### src/rtl/multi_tap_delayed_fifo.sv
// Ring-buffer delay line with TAPS independently delayed read ports.
// Each UPDATE writes one sample and registers every tap's delayed view.
module multi_tap_delayed_fifo #(
    parameter int WIDTH = 16,
    parameter int DEPTH = 128,
    parameter int TAPS  = 2
) (
    input  logic                              CLK,
    input  logic                              RST,
    input  logic                              UPDATE,
    input  logic [TAPS*$clog2(DEPTH)-1:0]     DELAY,
    input  logic [WIDTH-1:0]                  DATA_IN,
    output logic [TAPS*WIDTH-1:0]             DATA_OUT,
    output logic [TAPS-1:0]                   VALID
);
    localparam int DW = $clog2(DEPTH);

    logic [WIDTH-1:0]             mem [DEPTH];
    logic [DW-1:0]                wp;
    logic [DW-1:0]                n;
    logic [TAPS-1:0][DW-1:0]      dly;
    logic [TAPS-1:0][DW-1:0]      ra;
    logic [TAPS-1:0][WIDTH-1:0]   dout;

    assign DATA_OUT = dout;

    // Read address uses the pre-write pointer, so d=DEPTH-1 reaches the
    // oldest sample rather than the slot being overwritten this cycle.
    always_comb begin
        dly = '0;
        ra  = '0;
        for (int i = 0; i < TAPS; i++) begin
            dly[i] = DELAY[i*DW +: DW];
            ra[i]  = wp - dly[i];
        end
    end

    always_ff @(posedge CLK) begin
        if (RST) begin
            wp <= '0;
            n  <= '0;
        end else if (UPDATE) begin
            mem[wp] <= DATA_IN;
            wp      <= wp + 1'b1;
            if (n != DW'(DEPTH - 1))
                n <= n + 1'b1;
        end
    end

    always_ff @(posedge CLK) begin
        if (RST) begin
            dout  <= '0;
            VALID <= '0;
        end else if (UPDATE) begin
            for (int i = 0; i < TAPS; i++) begin
                if (dly[i] > n) begin
                    dout[i]  <= '0;
                    VALID[i] <= 1'b0;
                end else if (dly[i] == '0) begin
                    dout[i]  <= DATA_IN;
                    VALID[i] <= 1'b1;
                end else begin
                    dout[i]  <= mem[ra[i]];
                    VALID[i] <= 1'b1;
                end
            end
        end
    end
endmodule

### config.mk
export PLATFORM = sky130hd
export DESIGN_NAME = multi_tap_delayed_fifo
export DESIGN_NICKNAME = d
export VERILOG_FILES = /design/src/rtl/multi_tap_delayed_fifo.sv
export SDC_FILE = /design/constraint.sdc
export NUM_CORES = 2
export LEC_CHECK = 0
export CELL_PAD_IN_SITES_DETAIL_PLACEMENT = 0
export CELL_PAD_IN_SITES_GLOBAL_PLACEMENT = 2
export CORE_MARGIN = 2
export CORE_UTILIZATION = 50
export DETAILED_ROUTE_END_ITERATION = 7
export GPL_ROUTABILITY_DRIVEN = 0
export PLACE_DENSITY_LB_ADDON = 0.1
export SLEW_MARGIN = 10
export SYNTH_ARGS = -nofsm -noshare
export SYNTH_HDL_FRONTEND = slang
export SYNTH_SLANG_ARGS = --single-unit
### constraint.sdc
create_clock -name CLK -period 4.2 [get_ports CLK]
set_input_delay 0.84 -clock CLK [delete_from_list [all_inputs] [get_ports CLK]]
set_output_delay 0.84 -clock CLK [all_outputs]
set_load 0.02 [all_outputs]
## After elaboration in Yosys (flattened, before gate mapping)

Memory sizes are Yosys's and may differ from the RTL's.
Cells that the tools add are included.

- Register bits after elaboration: 48
- Memories: 1
- RAM bits: 2048

Memories:

| memory | depth | width | read ports | clocked after Yosys merged registers in | wr ports | RTL line | text |
|---|---|---|---|---|---|---|---|
| mem | 128 | 16 | 2 | 0 | 1 | 18 | `logic [WIDTH-1:0] mem [DEPTH];` |

- Eq/ne operators: 1
- Mux-type cells: 9
- Reduce and logical (&&, ||, !) cells: 3
- Order comparisons: 2
- Add/sub/neg operators: 4

Operators by type and width:

| cell | count |
|---|---|
| two-way mux 16 bit | 4 |
| adder 7 x 1 -> 7 bit (second input constant) | 2 |
| greater-than comparator 7 bit | 2 |
| zero test 7 bit | 2 |
| subtractor 7 bit | 2 |
| != test 7 bit (second input constant) | 1 |
| two-way mux 1 bit | 5 |
| AND reduction 2 bit | 1 |

## Depth between registers and ports, before layout

An unclocked memory read counts as a cell.

- Word-level depth: 4
- Depth in mapped cells: 15
- Depth with buffers taken out: 11

## Least setup slack after synthesis

No wires, ideal clock.

- Kind: input-to-reg
- Start point: input port DELAY[7]
- End point: register dout, in the netlist DATA_OUT[19]
- Stages on the path: 10
- Path slack: 0.503 ns
- Buffers on the path: 4
- Data arrival time: 3.560 ns
- Library setup time: 0.138 ns
- Cell sequence: ha_1 > fa_1 > buf_4 > buf_2 > clkbuf_1 > clkbuf_1 > mux4_2 > mux4_2 > o21ai_0 > o221ai_1

- Longest elaborated chain between the ends: 4
- Elaborated cells between the ends (all ways): 6

Ends and longest elaborated chain:

| item | RTL line | text |
|---|---|---|
| from (decl) | 11 | `input logic [TAPS*$clog2(DEPTH)-1:0] DELAY,` |
| subtractor 7 bit | 34 | `ra[i] = wp - dly[i];` |
| memory (128 x 16 bit) | n/a |  |
| two-way mux 16 bit | 59 | `end else if (dly[i] == '0) begin` |
| two-way mux 16 bit (*) | 56 | `if (dly[i] > n) begin` |
| to (signal, indexed assignment) | 63 | `dout[i] <= mem[ra[i]];` |
| to (decl) | 23 | `logic [TAPS-1:0][WIDTH-1:0] dout;` |

Every way passes the cells marked *; elsewhere a longest branch is shown, timed or not.
A chain may end at the register's enable or synchronous reset.

## Worst setup path after layout

- Start point: input port DELAY[0]
- End point: register dout, in the netlist DATA_OUT[5]

The elaborated chain is that of the path after synthesis.

==> results.md <==
- DRT Pass-1 Iters: 7
- Logic gate share of total power: 23.3%
- Routed vias/inst: 6.781
- Crit path required time: 5.01 ns
- Detailed placer's ending HPWL: 226800 µm
- R2r endpoint: DATA_OUT[5]$_SDFFE_PP0P_
- Top cell type's share of synthesized area: 62.61%
- Setup TNS Final: -0.02795 ns
- Min-delay src: UPDATE
- Crit share post-route: 100.7%
- Worst hold stages: 2
- Pint: 40.08 mW
- Layout cell share with drive strength beyond 1: 40.59%
- Worst Skew: 0.02902 ns
- Worst hold path type: primary input to flip-flop
- Post-synth ARST share: 0%
- Gr ovfl total: 0
- Crit Path Category: primary input to flip-flop
- Yosys warns: 0
- Antenna Violating Nets Remaining: 0
- Routed wire length: 334300 µm
- Peak VDD IR: 0.3578 mV
- Net Sw Frac: 27.46%
- Worst slew pin tran: 1.332 ns
- Non-Filler Instances: 8791
- Layout Nets: 6044
- Vias in the first global route: 59390
- Fillers: 14450
- Initial Utilization: 50.38%
- Metal3 WL: 34960 µm
- First-pass GRT wire length: 463900 µm
- Crit-path cells: clkdlybuf4s50_1 -> ha_4 -> fa_4 -> buf_12 -> mux4_2 -> nand2_1 -> and3_1 -> a2111oi_1 -> a2111oi_1 -> buf_4 -> a31oi_1 -> a221o_1
- R2r setup slk: 0.03 ns
- RSZ-0062 raised after global routing: false
- CTS tree: built
- Final min period: 4.228 ns
- Critical path's top delay family: compound AO/OA/AOI/OAI gates
- H-Tree Depth: 4
- Area leader, netlist: edfxtp_1
- # rows: 162
- Hold Path End: VALID[0]$_SDFFE_PP0P_
- Worst r2r src: wp[0]$_SDFFE_PP0P_
- Placed Cells incl. Taps: 8381
- Slew Limit Fails: 0
- Post-synthesis cell count: 5167
- P per Cell Area: 474.8 nW/µm²
- Critical path buffers and inverters: 3
- Yosys reg bits: 2096
- Largest family of logic cells by synthesized area: multiplexers
- Syn Nets: 5230
- Clk sinks: 2096
- DR DRC count: 0
- Width of the die: 447.2 µm
- Clk pwr share: 34.9%
- Status: finished, violations left
- Ports: 67
- DR iter-0 viols: 8439
- Post-DR wirelength/cell: 38.02 µm
- Place WS: -1.102 ns
- Hold_buf cts: 0
- Worst setup SP type: primary input
- Die Ht: 447.2 µm
- Crit path max fanout: 16
- Synth Area in Adders: 0.3974%
- Final Setup Violations: 1
- R2R depth: 12
- Main synth FF type: edfxtp_1
- Final core occ: 59.67%
- Syn_area_per_cell: 19.01 µm²
- CTS clk-pin slew, worst paths: 0.06 ns
- Switching power: 15.17 mW
- GRT Overall Usage: 33.89%
- Total CTS buffers: 219
- Largest net degree at the start of global routing: 92
- Core ar.: 195000 µm²
- Pleak: 38.24 nW
- P&R area growth vs syn: 18.46%
- CP max-delay cell: a2111oi_1
- Simple-gate share of the synthesized area: 4.561%
- Cell area after placement: 109200 µm²
- Antenna violations before repair: 15
- Via count: 59610
- CTS root buf: clkbuf_16
- Die area: 200000 µm²
- Worst path max stage delay: 1.14 ns
- Sequential share of power: 41.8%
- Number of flops mapped to enable cells by yosys: 2048
- Max-Cap Viols: 0
- CP arrival: 5.04 ns
- CP dominant cell by count: a2111oi_1
- Top post-synthesis cells by area: edfxtp_1 (63%), mux4_2 (25%), nand2_1 (1.9%)
- Max Fclk: 236.5 MHz
- Fin worst setup slack: -0.02795 ns
- Worst setup EP type: flip-flop
- Synth Area in XOR/XNOR: 0.2255%
- Met2 wire length: 154600 µm
- Hold Fails Final Rpt: 0
- Fin area: 116400 µm²
- Mux cell area share after synthesis: 26.49%
- Synthesized cell area: 98230 µm²
- Compound-Gate Fraction of Synth Area: 2.615%
- Max-slew headroom: 10.99%
- Deepest clock path buffer count: 3
- Failing checks: setup timing
- Met1 wire length: 127100 µm
- PortBufs: 66
- DR top layer: met5
- Skew-Pair Late Insertion Delay: 0.88 ns
- Netlist cell types: 72
- Seq/Total Area, Yosys: 63.59%
-- cells in the mapped netlist (all sizes together) (22+ instances only) --
cell / count
mux2i: 161
nand4: 49
a21oi: 54
a32oi: 80
o211ai: 24
nand3: 138
buf: 215
o21ai: 22
clkbuf: 180
dfxtp: 48
and3: 31
ha: 28
inv: 24
nand2: 507
edfxtp: 2048
nor2b: 29
nor2: 202
mux4: 1079
-- power by group through the flow --
stage | Clock, mW | Combinational (mW) | Sequential, mW
6_report | 19.3 | 12.9 | 23.1
5_1_grt | 20.2 | 13.4 | 23.1
4_1_cts | 19.5 | 12.8 | 23.1
3_5_place_dp | 0 | 12.7 | 23.5
3_3_place_gp | 0 | 12.7 | 23.5
2_1_floorplan | 0 | 6.81 | 23.5
-- per-layer routing --
| metal | global-route usage [%] | vias up |
|---|---|---|
| met5 | 0 | - |
| met1 | 47.20 | 31910 |
| met4 | 15.18 | 8 |
| li1 | - | 23640 |
| met2 | 52.12 | 3445 |
| met3 | 6.926 | 614 |
-- sequential cells by signal (all words and copies together) (netlist names) --
register,flops
DATA_OUT,32
n,7
wp,7
mem,2048
VALID,2
-- what timing repair did --
item                       in CTS  in global routing
gates cloned                    1                  0
pin swaps                       1                  2
setup buffers                   0                  2
setup endpoints to repair       6                  8
resized for setup               5                  8
-- worst reg2reg max path, stage by stage (launching register included) --
cell,delay [ns]
dfxtp_1,0.34
inv_2,0.12
ha_4,0.19
fa_4,0.90
buf_12,0.21
mux4_2,0.21
nand2_1,0.05
and3_1,0.20
a2111oi_1,1.14
a2111oi_1,0.22
buf_4,0.24
a31oi_1,0.17
a221o_1,0.13
-- metrics by stage --
step / power [mW] / hold WS (ns)
after floorplan: 30.30 / 0.4585
after global placement: 36.25 / 0.4590
after detailed placement: 36.24 / 0.4656
after CTS: 55.37 / 0.2904
after global routing: 56.66 / 0.3400
final: 55.25 / 0.3317
-- layout make-up --
type | count | area [µm²] | share of cell area [%]
multi-input combinational | 2652 | 34280 | 29.46
inverter | 24 | 90.09 | 0.07742
sequential | 2096 | 62460 | 53.68
timing repair buffer | 988 | 9179 | 7.888
antenna | 3 | 7.507 | 0.006452
clock buffer | 276 | 5821 | 5.002
clock inverter | 128 | 1237 | 1.063
tap | 2624 | 3283 | 2.822
-- cell usage in the layout, fill, tap and decap left out, drive strengths merged, types with 48 or more instances in the layout --
cell / count
mux4: 1079
nor2: 202
edfxtp: 2048
buf: 939
nand4: 49
dfxtp: 48
nand2: 507
clkdlybuf4s50: 48
nand3: 138
clkbuf: 276
mux2i: 161
clkinv: 91
a21oi: 54
a32oi: 80
-- cell families after synthesis --
kind of cell	count (synthesis)
adders and majority gates	30
AOI/OAI and AO/OA	334
xor gates and xnor gates	21
muxes	1250
buffers and inverters	419
DFF	2096
and+or+nand+nor	1017
-- how the worst max path moves through the flow --
stage | startpoint | end | slack [ns] | cells past startpoint
2_1_floorplan | DELAY[7] | DATA_OUT[19]$_SDFFE_PP0P_ | 0.50 | 10
3_3_place_gp | DELAY[0] | DATA_OUT[8]$_SDFFE_PP0P_ | -1.87 | 13
3_5_place_dp | DELAY[0] | DATA_OUT[10]$_SDFFE_PP0P_ | -1.10 | 14
4_1_cts | DELAY[0] | DATA_OUT[10]$_SDFFE_PP0P_ | 0.03 | 14
5_1_grt | DELAY[0] | DATA_OUT[10]$_SDFFE_PP0P_ | 0.01 | 13
6_report | DELAY[0] | DATA_OUT[5]$_SDFFE_PP0P_ | -0.03 | 12
(Power assumes the default switching activity.)
